<file path="src/rtl/fetch_stage.sv">
// Instruction fetch stage: keeps one instruction-memory request in flight, buffers a response that arrives while decode stalls, and handles redirects.
// Optional feature macro: FETCH_PERF_CNT_EN adds delivered-instruction and stall-cycle counters.

package params_pkg;
    localparam int unsigned ADDR_WIDTH = 32;
    localparam int unsigned DATA_WIDTH = 32;
    typedef logic [DATA_WIDTH-1:0] instruction_t;
endpackage

module fetch_stage
    import params_pkg::*;
#(
    parameter int unsigned           ADDR_WIDTH = params_pkg::ADDR_WIDTH,
    parameter int unsigned           DATA_WIDTH = params_pkg::DATA_WIDTH,
    parameter logic [ADDR_WIDTH-1:0] BOOT_PC    = '0
) (
    input  logic                  clk_i,
    input  logic                  rst_i,
    input  logic                  stall_i,
    input  logic                  redirect_i,
    input  logic [ADDR_WIDTH-1:0] redirect_pc_i,
    output logic                  imem_req_o,
    output logic [ADDR_WIDTH-1:0] imem_addr_o,
    input  logic                  imem_ready_i,
    input  logic                  imem_rvalid_i,
    input  logic [DATA_WIDTH-1:0] imem_rdata_i,
    output logic                  valid_o,
    output logic [ADDR_WIDTH-1:0] pc_o,
    output instruction_t          instruction_o
`ifdef FETCH_PERF_CNT_EN
    ,
    output logic [31:0]           perf_fetched_o,
    output logic [31:0]           perf_stall_o
`endif
);

    localparam instruction_t NOP = instruction_t'(32'h0000_0013);

    typedef enum logic [1:0] {IDLE, REQ, WAIT, HOLD} state_t;

    state_t                r_state;
    logic [ADDR_WIDTH-1:0] r_pc;
    logic                  r_squash;
    logic [ADDR_WIDTH-1:0] r_hold_pc;
    instruction_t          r_hold_instr;

    state_t                w_state_nxt;
    logic [ADDR_WIDTH-1:0] w_pc_nxt;
    logic                  w_squash_nxt;
    logic                  w_valid_nxt;
    logic [ADDR_WIDTH-1:0] w_out_pc_nxt;
    instruction_t          w_instr_nxt;
    logic [ADDR_WIDTH-1:0] w_hold_pc_nxt;
    instruction_t          w_hold_instr_nxt;

    // Next-state logic; an output that decode consumes drops valid unless replaced.
    always_comb begin
        w_state_nxt      = r_state;
        w_pc_nxt         = r_pc;
        w_squash_nxt     = r_squash;
        w_valid_nxt      = valid_o & stall_i;
        w_out_pc_nxt     = pc_o;
        w_instr_nxt      = instruction_o;
        w_hold_pc_nxt    = r_hold_pc;
        w_hold_instr_nxt = r_hold_instr;
        if (redirect_i) begin
            w_valid_nxt  = 1'b0;
            w_pc_nxt     = {redirect_pc_i[ADDR_WIDTH-1:2], 2'b00};
            w_state_nxt  = REQ;
            w_squash_nxt = 1'b0;
            // A request still in flight must have its response discarded.
            if ((r_state == WAIT && !imem_rvalid_i) || (r_state == REQ && imem_ready_i)) begin
                w_state_nxt  = WAIT;
                w_squash_nxt = 1'b1;
            end
        end else begin
            unique case (r_state)
                IDLE: w_state_nxt = REQ;
                REQ: begin
                    if (imem_ready_i) w_state_nxt = WAIT;
                end
                WAIT: begin
                    if (imem_rvalid_i) begin
                        if (r_squash) begin
                            w_squash_nxt = 1'b0;
                            w_state_nxt  = REQ;
                        end else if (!stall_i || !valid_o) begin
                            w_valid_nxt  = 1'b1;
                            w_out_pc_nxt = r_pc;
                            w_instr_nxt  = instruction_t'(imem_rdata_i);
                            w_pc_nxt     = r_pc + ADDR_WIDTH'(4);
                            w_state_nxt  = REQ;
                        end else begin
                            w_hold_pc_nxt    = r_pc;
                            w_hold_instr_nxt = instruction_t'(imem_rdata_i);
                            w_pc_nxt         = r_pc + ADDR_WIDTH'(4);
                            w_state_nxt      = HOLD;
                        end
                    end
                end
                HOLD: begin
                    if (!stall_i) begin
                        w_valid_nxt  = 1'b1;
                        w_out_pc_nxt = r_hold_pc;
                        w_instr_nxt  = r_hold_instr;
                        w_state_nxt  = REQ;
                    end
                end
                default: w_state_nxt = IDLE;
            endcase
        end
    end

    // State and registered outputs; the memory request mirrors the next state.
    always_ff @(posedge clk_i or negedge rst_i) begin
        if (!rst_i) begin
            r_state       <= IDLE;
            r_pc          <= BOOT_PC;
            r_squash      <= 1'b0;
            r_hold_pc     <= '0;
            r_hold_instr  <= NOP;
            valid_o       <= 1'b0;
            pc_o          <= '0;
            instruction_o <= NOP;
            imem_req_o    <= 1'b0;
            imem_addr_o   <= BOOT_PC;
        end else begin
            r_state       <= w_state_nxt;
            r_pc          <= w_pc_nxt;
            r_squash      <= w_squash_nxt;
            r_hold_pc     <= w_hold_pc_nxt;
            r_hold_instr  <= w_hold_instr_nxt;
            valid_o       <= w_valid_nxt;
            pc_o          <= w_out_pc_nxt;
            instruction_o <= w_instr_nxt;
            imem_req_o    <= (w_state_nxt == REQ);
            imem_addr_o   <= w_pc_nxt;
        end
    end

`ifdef FETCH_PERF_CNT_EN
    logic w_consume;
    assign w_consume = valid_o & ~stall_i;

    // Free-running wrap-around counters of deliveries and stalled-output cycles.
    always_ff @(posedge clk_i or negedge rst_i) begin
        if (!rst_i) begin
            perf_fetched_o <= '0;
            perf_stall_o   <= '0;
        end else begin
            if (w_consume)          perf_fetched_o <= perf_fetched_o + 32'(1);
            if (valid_o && stall_i) perf_stall_o   <= perf_stall_o + 32'(1);
        end
    end
`endif

endmodule
</file>
<file path="config.mk">
export PLATFORM = sky130hd
export DESIGN_NAME = fetch_stage
export DESIGN_NICKNAME = d
export VERILOG_FILES = /design/src/rtl/fetch_stage.sv
export SDC_FILE = /design/constraint.sdc
export NUM_CORES = 1
export LEC_CHECK = 0
export ABC_AREA = 1
export CAP_MARGIN = 20
export CORE_MARGIN = 4
export CORE_UTILIZATION = 50
export DETAILED_ROUTE_END_ITERATION = 16
export PLACE_DENSITY = 0.79
export SLEW_MARGIN = 20
export SYNTH_ARGS = -nofsm -noshare
export SYNTH_HDL_FRONTEND = slang
export SYNTH_SLANG_ARGS = --single-unit
</file>
<file path="constraint.sdc">
create_clock -name clk_i -period 1.9 [get_ports clk_i]
set_clock_uncertainty 0.2 [all_clocks]
set_input_delay 0.285 -clock clk_i [delete_from_list [all_inputs] [get_ports clk_i]]
set_output_delay 0.285 -clock clk_i [all_outputs]
set_load 0.02 [all_outputs]
</file>
==> run summary <==
STA
--------------------------------------------------------------------------------
Final number of max-transition violations                                      0
Sum of negative setup slack                                                 0 ns
Slack of the critical path                                             0.0357 ns
Achievable Freq                                                          536 MHz
Minimum clock period after layout                                        1.86 ns
Final Hold Vio Count                                                           0
Post-route clock period utilization                                        0.981
# setup viols final                                                            0

YOSYS
--------------------------------------------------------------------------------
Largest cells by area after synthesis                               dfrtp_1 50%, nand2_1 13%, nor2_1 4.4%
Number of standard cells after synthesis                                     944
Count of distinct cell types in the synthesized netlist                       34
Synthesized cell area                                                   7720 µm²
Total of flip-flops plus latches after synthesis                             159
Cell type contributing the most total cell area after synthesis          dfrtp_1
Mean cell area of the mapped netlist                                    8.18 µm²
Yosys warning total                                                            0
Sequential-to-total area share from yosys stat                             0.516
Yosys top cell area share                                                  0.496

CELLS AND AREA
--------------------------------------------------------------------------------
Non-filler instance count after layout                                     1,325
Seq. cell area                                                          3990 µm²
Multi-input gate area in the final layout                               3380 µm²
Layout Nets                                                                1,195
Diode insertion count for antenna repair                                       0
Number of fill cells in the layout                                         1,183
Fraction of the core area covered by cells at the end of the flow          0.700
Layout-stage area growth over the synthesis result                         37.2%
Layout cell share with drive strength beyond 1                             0.142
Top library cells by usage in the layout, fill and taps aside       262 x nand2_1, 150 x dfrtp_1, 85 x clkdlybuf4s50_1, 82 x nor2_1, 66 x nand3_1
Most common library cell in the layout ignoring fill and taps            nand2_1

CLOCK NETWORK
--------------------------------------------------------------------------------
CTS tree                                                                   built
Maximum level of the CTS H-tree                                                4
Clk_lat worst skew                                                       0.44 ns
Clock sink count                                                             159
Number of clock buffers inserted by TritonCTS                                 17
Root Buffer                                                            clkbuf_16
CTS clock-pin slew for the worst setup and hold paths                    0.06 ns
Maximum clock insertion buffer count                                           2

SETUP PATH
--------------------------------------------------------------------------------
CP max FO                                                                      2
Critical path class                                                   reg -> out
Worst-case register-to-register setup slack                              0.05 ns
R2R depth                                                                     10
Terminus of the critical flop-to-flop path                              pc_o[13]
List of cells traversed by the critical path                        clkdlybuf4s50_1
Buffers & Inverters on Critical Path                                           1
Crit path from                                                          pc_o[26]
Largest delay share family, worst path                              buffers and inverters
Startpoint type of the worst setup path                                flip-flop
Signal arrival time at the worst endpoint                                1.38 ns
Cell with the largest stage delay on the worst path                 clkdlybuf4s50_1
Required time at the endpoint of the critical path                       1.41 ns
Category of the worst setup path capture point                       output port
Delay of the slowest cell on the worst path                              0.61 ns
Startpoint of the lowest-slack register-to-register path              r_state[1]

JOB
--------------------------------------------------------------------------------
# Max-Cap Violations                                                           0

FLOORPLAN
--------------------------------------------------------------------------------
Floorplan core area                                                   15,100 µm²
# IOs                                                                        168
Die span in x                                                             132 µm
Initial cell density of the core                                           0.510
Die span in y                                                             132 µm
Placement row count                                                           45
DIE AREA                                                              17,500 µm²

DRT
--------------------------------------------------------------------------------
Routed length on met1                                                    9670 µm
ANT nets after route                                                           0
Detail-routed via count per cell                                            5.47
Highest Signal Layer                                                        met4
Number of DRC violations after detailed routing                                0
Met3 wire length                                                         1650 µm
Mean routed wirelength per cell                                          17.0 µm
Total Wirelength                                                       22,500 µm
Count of TritonRoute iterations in the first routing pass                      5
DRC violation total after the first TritonRoute iteration                    668
Routed met2 length                                                     10,500 µm
Vias after detailed routing                                                7,243

POWER
--------------------------------------------------------------------------------
Total Power                                                            13,000 µW
Pwr/cell area                                                        1230 nW/µm²
Largest voltage drop on the vdd net                                   0.000657 V
Static leakage                                                        0.00513 µW

STATUS
--------------------------------------------------------------------------------
Outcome                                                             complete, no violations

GLOBAL ROUTE
--------------------------------------------------------------------------------
Wire length of the first global-routing pass                           35,600 µm
Via count of the first global-routing pass                                 7,132
Number of antenna violations at the first check in global routing              0
Combined global-route utilization of all metal layers                      0.251
Largest net degree at the start of global routing                             64
Remaining global-route overflow                                                0

PLACED DESIGN
--------------------------------------------------------------------------------
DP Worst Slack                                                         -0.308 ns
I/O Buffers                                                                  161
RePlAce Congestion                                                         0.913
HPWL Detailed                                                          14,600 µm
Number of instances in the placed design                                   1,286

HOLD PATH
--------------------------------------------------------------------------------
Class of the worst hold path                                         in -> async

==> cells in the mapped netlist <==
master,number
o211ai_1,37
o21ai_1,12
xnor2_1,1
nand4_1,3
o31ai_1,1
nand2_2,5
buf_2,18
inv_2,2
and2_1,1
clkbuf_1,28
buf_1,3
xor2_1,8
nor2_1,90
o21ai_0,62
nor2_4,2
nand2_1,267
nand4_4,1
dfrtp_1,153
conb_1,1
dfstp_2,6
inv_1,48
a21oi_1,36
o22ai_1,1
nor3_1,4
nor3_4,1
nand3_1,67
or2_2,34
ha_1,1
nor2_2,2
o21a_1,28
a21oi_2,1
a22oi_1,12
buf_4,7
a31oi_1,1
==> final cells by class <==
class                           instances  share of cell area
Sequential cell                       159               0.377
Multi-Input combinational cell        682               0.319
Timing Repair Buffer                  214               0.208
Clock buffer                           19              0.0427
Tap cell                              188              0.0222
Inverter                               50              0.0181
Clock inverter                         13              0.0130
==> worst max path at each step <==
stage / slack (ns) / end / cells past startpoint
2_1_floorplan: 0.03 / r_pc[28] / 8
3_3_place_gp: -0.30 / r_pc[3] / 7
3_5_place_dp: -0.31 / r_pc[22] / 8
4_1_cts: 0.0008 / pc_o[16] / 1
5_1_grt: -0.05 / pc_o[13] / 10
6_report: 0.04 / pc_o[26] / 1
==> report_power, final <==
group	leakage [µW]	switching (µW)	internal (µW)
clock network	0.000285	1430	2000
logic	0.00285	2780	2100
registers	0.00200	496	4250
==> state kept, by name (all words and copies together) (netlist names) <==
name	cells
valid_o	1
r_hold_instr	32
imem_req_o	1
r_squash	1
pc_o	30
r_pc	30
r_hold_pc	30
instruction_o	32
r_state	2
==> metrics by stage <==
stage                     hold slack (ns)  area (µm²)
after floorplan                    -0.211        7740
after global placement            0.00254        9770
after detailed placement          0.00415        9770
after CTS                           0.113       10300
after global routing                0.144       10600
final                               0.113       10600
==> cells by family after synthesis <==
kind of cell,after synthesis,share of synthesized area
DFF,159,0.516
xor gates and xnor gates,9,0.0102
other,1,0.000486
and+or+nand+nor,477,0.264
adders and majority gates,1,0.00162
buffers and inverters,106,0.0578
AOI/OAI and AO/OA,191,0.150
==> layer usage <==
| layer | vias to the layer above | GRT usage |
|---|---|---|
| met5 | - | 0 |
| met4 | 0 | 0.0924 |
| met3 | 47 | 0.0615 |
| met2 | 306 | 0.399 |
| met1 | 3438 | 0.337 |
| li1 | 3452 | - |
==> repair_timing <==
item | CTS | global route
buffers inserted | 0 | 3
hold buffers | 1 | 0
setup endpoints to repair | 60 | 111
pin swaps | 1 | 6
endpoints found under the hold margin | 154 | 0
cloned | 0 | 4
gates resized for setup | 55 | 56
Note: power is estimated with default switching activity, not from simulation.
